[src/rtl/passcode_lockout_fsm_pkg.sv]
// passcode_lockout_fsm_pkg
// Shared definitions for the passcode gate: the FSM state encoding, the
// digit width and the helper that picks one digit out of the packed code.
package passcode_lockout_fsm_pkg;

    localparam int DIGIT_W = 4;

    typedef enum logic [1:0] {
        ENTRY    = 2'd0,
        CHECK    = 2'd1,
        UNLOCKED = 2'd2,
        LOCKOUT  = 2'd3
    } state_t;

    // Digit idx of an attempt. The most-significant used nibble is entered
    // first, so digit 0 lives at nibble position code_len-1.
    function automatic logic [DIGIT_W-1:0] code_nibble(
        input logic [31:0] code,
        input int          code_len,
        input logic [2:0]  idx
    );
        logic [31:0] shifted;
        int          pos;
        pos     = code_len - 1 - int'(idx);
        shifted = code >> (DIGIT_W * pos);
        return shifted[DIGIT_W-1:0];
    endfunction

endpackage

[src/rtl/passcode_lockout_fsm_if.sv]
// passcode_lockout_fsm_if
// Bundles the keypad side (enter pulse + digit) and the status/enable side
// of the passcode gate.
//   master : drives enter/digit, observes status (keypad / bench side)
//   slave  : the gate itself
// Handshake: enter is a one-cycle valid pulse with no ready; digit is only
// meaningful in a cycle where enter is high. Pulses the gate cannot accept
// (CHECK, LOCKOUT, UNLOCKED) are dropped, never stalled or queued.
// state_dbg exposes the FSM state for observation only.
interface passcode_lockout_fsm_if;
    import passcode_lockout_fsm_pkg::*;

    logic                enter;
    logic [DIGIT_W-1:0]  digit;
    logic                adderEnable;
    logic                adderDisable;
    logic                lockedOut;
    logic                failPulse;
    logic [2:0]          triesLeft;
    logic [2:0]          digitCount;
    state_t              state_dbg;

    modport master (
        output enter, digit,
        input  adderEnable, adderDisable, lockedOut, failPulse,
               triesLeft, digitCount, state_dbg
    );

    modport slave (
        input  enter, digit,
        output adderEnable, adderDisable, lockedOut, failPulse,
               triesLeft, digitCount, state_dbg
    );

endinterface

[src/rtl/passcode_lockout_fsm_lockout_timer.sv]
// lockout_timer
// Loadable down-counter that times the lockout period.
//   clk, rts  : clock, synchronous active-high reset
//   load      : start a new countdown from load_val
//   load_val  : first count value (LOCK_CYCLES-1 for a LOCK_CYCLES period)
//   busy      : countdown in progress
//   done      : high in the cycle the count sits at zero while busy
module lockout_timer #(
    parameter int LOCK_CYCLES = 1000,
    parameter int TW          = (LOCK_CYCLES > 1) ? $clog2(LOCK_CYCLES) : 1
) (
    input  logic          clk,
    input  logic          rts,
    input  logic          load,
    input  logic [TW-1:0] load_val,
    output logic          busy,
    output logic          done
);

    logic [TW-1:0] count_q, count_d;
    logic          busy_q,  busy_d;

    always_comb begin
        count_d = count_q;
        busy_d  = busy_q;
        if (load) begin
            count_d = load_val;
            busy_d  = 1'b1;
        end else if (busy_q) begin
            if (count_q == '0) begin
                busy_d = 1'b0;
            end else begin
                count_d = count_q - 1'b1;
            end
        end
    end

    always_ff @(posedge clk) begin
        if (rts) begin
            count_q <= '0;
            busy_q  <= 1'b0;
        end else begin
            count_q <= count_d;
            busy_q  <= busy_d;
        end
    end

    assign busy = busy_q;
    assign done = busy_q && (count_q == '0);

endmodule

[src/rtl/passcode_lockout_fsm.sv]
// passcode_lockout_fsm
// Multi-digit passcode gate in front of the adder operand registers.
// Collects CODE_LEN digits, flags any wrong digit, and after the last one
// either unlocks (terminal until reset) or counts a failed try. Running out
// of tries starts a LOCK_CYCLES lockout, after which the tries are refilled.
//   clk, rts : clock, synchronous active-high reset (wins over everything)
//   bus      : slave side of passcode_lockout_fsm_if (enter/digit in,
//              enable/disable pair, lockedOut, failPulse, counters out)
module passcode_lockout_fsm
    import passcode_lockout_fsm_pkg::*;
#(
    parameter int          CODE_LEN    = 4,
    parameter logic [31:0] CODE        = 32'h0000_5293,
    parameter int          MAX_TRIES   = 3,
    parameter int          LOCK_CYCLES = 1000
) (
    input  logic                  clk,
    input  logic                  rts,
    passcode_lockout_fsm_if.slave bus
);

    localparam int            TW       = (LOCK_CYCLES > 1) ? $clog2(LOCK_CYCLES) : 1;
    localparam logic [TW-1:0] LOAD_VAL = TW'(LOCK_CYCLES - 1);
    localparam logic [2:0]    TRIES_INIT = 3'(MAX_TRIES);

    state_t     state_q,    state_d;
    logic [2:0] dcnt_q,     dcnt_d;
    logic       mismatch_q, mismatch_d;
    logic [2:0] tries_q,    tries_d;
    logic       en_q,       en_d;
    logic       dis_q,      dis_d;
    logic       fail_q,     fail_d;
    logic       lock_q,     lock_d;

    logic       timer_load;
    logic       timer_busy;
    logic       timer_done;
    logic [3:0] dcnt_next;   // one bit wider so CODE_LEN = 8 compares cleanly

    lockout_timer #(
        .LOCK_CYCLES (LOCK_CYCLES),
        .TW          (TW)
    ) u_timer (
        .clk      (clk),
        .rts      (rts),
        .load     (timer_load),
        .load_val (LOAD_VAL),
        .busy     (timer_busy),
        .done     (timer_done)
    );

    always_comb begin
        state_d    = state_q;
        dcnt_d     = dcnt_q;
        mismatch_d = mismatch_q;
        tries_d    = tries_q;
        fail_d     = 1'b0;
        timer_load = 1'b0;
        dcnt_next  = {1'b0, dcnt_q} + 4'd1;

        case (state_q)
            ENTRY: begin
                if (bus.enter) begin
                    // Sticky: one wrong digit poisons the whole attempt.
                    mismatch_d = mismatch_q |
                                 (bus.digit != code_nibble(CODE, CODE_LEN, dcnt_q));
                    dcnt_d     = dcnt_next[2:0];
                    if (dcnt_next == 4'(CODE_LEN)) begin
                        state_d = CHECK;
                    end
                end
            end
            CHECK: begin
                dcnt_d     = '0;
                mismatch_d = 1'b0;
                if (!mismatch_q) begin
                    state_d = UNLOCKED;
                end else begin
                    fail_d  = 1'b1;
                    tries_d = (tries_q == '0) ? '0 : tries_q - 3'd1;
                    if (tries_d == '0) begin
                        state_d    = LOCKOUT;
                        timer_load = 1'b1;
                    end else begin
                        state_d = ENTRY;
                    end
                end
            end
            UNLOCKED: begin
                // Terminal; enters belong to the downstream registers now.
            end
            LOCKOUT: begin
                // !timer_busy guards against ever sitting here with an idle timer.
                if (timer_done || !timer_busy) begin
                    state_d = ENTRY;
                    tries_d = TRIES_INIT;
                end
            end
            default: begin
                state_d = ENTRY;
            end
        endcase

        // Outputs are registered from the next state so they line up with it.
        en_d   = (state_d == UNLOCKED);
        dis_d  = (state_d != UNLOCKED);
        lock_d = (state_d == LOCKOUT);
    end

    always_ff @(posedge clk) begin
        if (rts) begin
            state_q    <= ENTRY;
            dcnt_q     <= '0;
            mismatch_q <= 1'b0;
            tries_q    <= TRIES_INIT;
            en_q       <= 1'b0;
            dis_q      <= 1'b1;
            fail_q     <= 1'b0;
            lock_q     <= 1'b0;
        end else begin
            state_q    <= state_d;
            dcnt_q     <= dcnt_d;
            mismatch_q <= mismatch_d;
            tries_q    <= tries_d;
            en_q       <= en_d;
            dis_q      <= dis_d;
            fail_q     <= fail_d;
            lock_q     <= lock_d;
        end
    end

    assign bus.adderEnable  = en_q;
    assign bus.adderDisable = dis_q;
    assign bus.lockedOut    = lock_q;
    assign bus.failPulse    = fail_q;
    assign bus.triesLeft    = tries_q;
    assign bus.digitCount   = dcnt_q;
    assign bus.state_dbg    = state_q;

endmodule

[src/flat_wrapper.sv]
// flat-port wrapper written by rule: the top's interface ports become plain ports
module passcode_lockout_fsm_flat import passcode_lockout_fsm_pkg::*;
#(
    parameter int          CODE_LEN    = 4,
    parameter logic [31:0] CODE        = 32'h0000_5293,
    parameter int          MAX_TRIES   = 3,
    parameter int          LOCK_CYCLES = 1000
)
  (clk, rts, bus_enter, bus_digit, bus_adderEnable, bus_adderDisable, bus_lockedOut, bus_failPulse, bus_triesLeft, bus_digitCount, bus_state_dbg);
  passcode_lockout_fsm_if bus_i ();
  input  logic clk;
  input  logic rts;
  input wire logic [$bits(bus_i.enter)-1:0] bus_enter;
  input wire logic [$bits(bus_i.digit)-1:0] bus_digit;
  output wire logic [$bits(bus_i.adderEnable)-1:0] bus_adderEnable;
  output wire logic [$bits(bus_i.adderDisable)-1:0] bus_adderDisable;
  output wire logic [$bits(bus_i.lockedOut)-1:0] bus_lockedOut;
  output wire logic [$bits(bus_i.failPulse)-1:0] bus_failPulse;
  output wire logic [$bits(bus_i.triesLeft)-1:0] bus_triesLeft;
  output wire logic [$bits(bus_i.digitCount)-1:0] bus_digitCount;
  output wire logic [$bits(bus_i.state_dbg)-1:0] bus_state_dbg;
  assign bus_i.enter = bus_enter;
  assign bus_i.digit = bus_digit;
  assign bus_adderEnable = bus_i.adderEnable;
  assign bus_adderDisable = bus_i.adderDisable;
  assign bus_lockedOut = bus_i.lockedOut;
  assign bus_failPulse = bus_i.failPulse;
  assign bus_triesLeft = bus_i.triesLeft;
  assign bus_digitCount = bus_i.digitCount;
  assign bus_state_dbg = bus_i.state_dbg;
  passcode_lockout_fsm #(.CODE_LEN(CODE_LEN), .CODE(CODE), .MAX_TRIES(MAX_TRIES), .LOCK_CYCLES(LOCK_CYCLES)) u_core (.clk(clk), .rts(rts), .bus(bus_i));
endmodule
[config.mk]
export PLATFORM = sky130hd
export DESIGN_NAME = passcode_lockout_fsm_flat
export DESIGN_NICKNAME = d
export VERILOG_FILES = /design/src/rtl/passcode_lockout_fsm_pkg.sv /design/src/rtl/passcode_lockout_fsm_if.sv /design/src/rtl/passcode_lockout_fsm_lockout_timer.sv /design/src/rtl/passcode_lockout_fsm.sv /design/src/flat_wrapper.sv
export SDC_FILE = /design/constraint.sdc
export NUM_CORES = 1
export LEC_CHECK = 0
export BUFFER_PORTS_ARGS = -buffer_cell sky130_fd_sc_hd__buf_2
export CORE_MARGIN = 2
export CORE_UTILIZATION = 59
export DETAILED_ROUTE_END_ITERATION = 10
export HOLD_SLACK_MARGIN = 0.12
export PLACE_DENSITY = 0.82
export SETUP_SLACK_MARGIN = 0.05
export SKIP_CTS_REPAIR_TIMING = 1
export SLEW_MARGIN = 20
export SYNTH_ARGS = -nofsm -noshare
export SYNTH_HDL_FRONTEND = slang
export SYNTH_SLANG_ARGS = --single-unit
[constraint.sdc]
create_clock -name clk -period 4.4 [get_ports clk]
set_clock_uncertainty 0.2 [all_clocks]
set_input_delay 0.44 -clock clk [delete_from_list [all_inputs] [get_ports clk]]
set_output_delay 0.44 -clock clk [all_outputs]
set_load 0.005 [all_outputs]
==> results.json <==
{
  "syn2layout_area_growth_pct": 12.6,
  "start_util_pct": 63.1,
  "grt_pass1_wl_um": 4460,
  "overflow": 0,
  "first_global_vias": 1078,
  "hold_viol": 0,
  "ys_warn_count": 0,
  "fp.dieW_um": 50.0,
  "synthCells": 142,
  "leakage_nw": 0.554,
  "ys_ff_latch": 24,
  "maxCapViolCount": 0,
  "power.density_nw_per_um2": 292,
  "syn_area_um2": 1250,
  "cts_root_buf": "clkbuf_4",
  "clockBufferDepth": 2,
  "wl_um": 2650,
  "post-route-period-util_pct": 53.0,
  "synthDominantCellAreaShare_pct": 38.4,
  "period_minus_slack_ns": 2.33,
  "drt-initial-drc-count": 32,
  "vias": 1142,
  "core_um2": 1980,
  "min_path_type": "input pin to flop",
  "insertion_delay_ns": 0.31,
  "nets": 170,
  "numPortBuffers": 18,
  "path_class": "flop to flop",
  "clk_pin_slew_ns": 0.13,
  "cp-startpoint": "u_core.u_timer.count_q[0]",
  "synthArstFlopShare_pct": 0,
  "hpwl_um": 1940,
  "synthesis.nets": 152,
  "critical_path.max_fanout": 7,
  "dieArea_um2": 2500,
  "synth_edf_count": 0,
  "ioPinCount": 19,
  "rsz0062_at_grt": "false",
  "final_common_cell": "dfxtp_1",
  "tightest_slew_ns": 0.701,
  "diodes": 0,
  "tns_ns": 0,
  "synth-seq-area-share_pct": 38.4,
  "start_kind": "flop",
  "clkSinkCount": 24,
  "top_register": "u_core.u_timer.count_q",
  "rows": 16,
  "wl_per_cell_um": 14.2,
  "viasPerCell": 6.14,
  "cts_tree": "yes",
  "hold-worst-slack_ns": 0.248,
  "setup_viol": 0,
  "critPathArrivalTime_ns": 2.39,
  "layout_common_cells": "24 x dfxtp_1, 18 x buf_2, 15 x a21oi_1",
  "status": "completed",
  "gp_congestion": 0.783,
  "drc": 0,
  "first_pass_iters": 4,
  "grt_max_degree": 26,
  "die_y_um": 50.0,
  "ant_nets": 0,
  "max-slew-margin-rel_pct": 52.9,
  "cp-end-kind": "flop",
  "vdd_drop_max_uv": 192,
  "synth_top_cells_by_area": "dfxtp_1 38%, a21oi_1 6.0%, nor2_1 3.3%, nor3_1 3.2%, a31oi_1 3.0%",
  "r2r-start": "u_core.u_timer.count_q[0]",
  "grt_usage_pct": 23.1,
  "synth.distinct_cells": 42,
  "hold_path_startpoint": "bus_digit[3]",
  "post-synth-top-area-cell": "dfxtp_1",
  "drive_above_1_share_pct": 18.9,
  "largest_reg_flops": 10,
  "antenna_found_initial": 0,
  "synth_flop_cell": "dfxtp_1",
  "avgSynthCellArea_um2": 8.80,
  "numCtsBuffers": 3,
  "max_freq_mhz": 429,
  "htreeDepth": 1,
  "critical_path_required_ns": 4.45,
  "final-max-slew-violation-count": 0
}
==> logic make-up (layout without fill, tap and decap cells) <==
group,Yosys count,count (layout),synth area share [%]
AO/OA/AOI/OAI,40,40,21.9
XOR/XNOR,2,2,1.40
adder cells (fa/ha/maj),3,3,3.00
buffers and inverters,8,25,2.40
flip-flops,24,24,38.4
multiplexers,4,4,3.30
AND/OR/NAND/NOR,61,61,29.5
==> metrics by stage <==
step	instances	utilization (%)	cell area, um2	setup WS (ns)	total power, mW
global placement	182	68.4	1360	2.17	0.255
floorplan	142	-	1250	2.25	0.247
detailed placement	182	68.4	1360	2.10	0.257
finish	186	71.0	1410	2.07	0.411
CTS	186	71.0	1410	2.07	0.415
global route	186	71.0	1410	1.98	0.427
==> synth_stat cells (3+ instances only) <==
library cell	count
a21oi_1	15
a31oi_1	6
clkbuf_1	5
dfxtp_1	24
ha_1	3
inv_1	3
mux2i_1	3
nand2_1	8
nand2b_1	6
nand4_1	3
nor2_1	11
nor3_1	8
o21ai_0	4
o21bai_1	3
or3_1	3
or3b_2	3
==> power by group <==
group / internal, mW / switching, mW / total, mW
Combinational: 0.0131 / 0.0128 / 0.0259
Sequential: 0.220 / 0.00633 / 0.227
Clock: 0.0920 / 0.0663 / 0.158
==> cell type report <==
type | count | area (um2)
fillers | 156 | 574
multi-input cells | 110 | 739
clock inverters | 1 | 30.0
inverters | 3 | 11.3
well taps | 27 | 33.8
repair buffers | 18 | 90.1
clock buffers | 3 | 22.5
flip-flops and latches | 24 | 480
==> per-layer routing <==
layer | share of wire (%) | vias to the layer above | GRT usage (%)
met5 | 0 | - | 0
li1 | - | 570 | -
met3 | 3.8 | 4 | 3.64
met1 | 43 | 537 | 25.9
met4 | 0.94 | 0 | 9.26
met2 | 52 | 31 | 42.5
==> critical path: stages (launching register included) <==
cell	delay [ns]
dfxtp_1	0.34
inv_1	0.10
ha_1	0.19
or4b_4	0.50
o41ai_4	0.43
mux2_2	0.39
a21oi_1	0.13
==> path summary, 6_finish.rpt <==
path / to / cells after the start / slack [ns]
max: u_core.u_timer.count_q[1] / 6 / 2.07
min: u_core.mismatch_q / 3 / 0.25
max reg2reg: u_core.u_timer.count_q[1] / 6 / 2.07
min reg2reg: u_core.u_timer.count_q[8] / 2 / 0.36
Note: power is estimated with default switching activity, not from simulation.
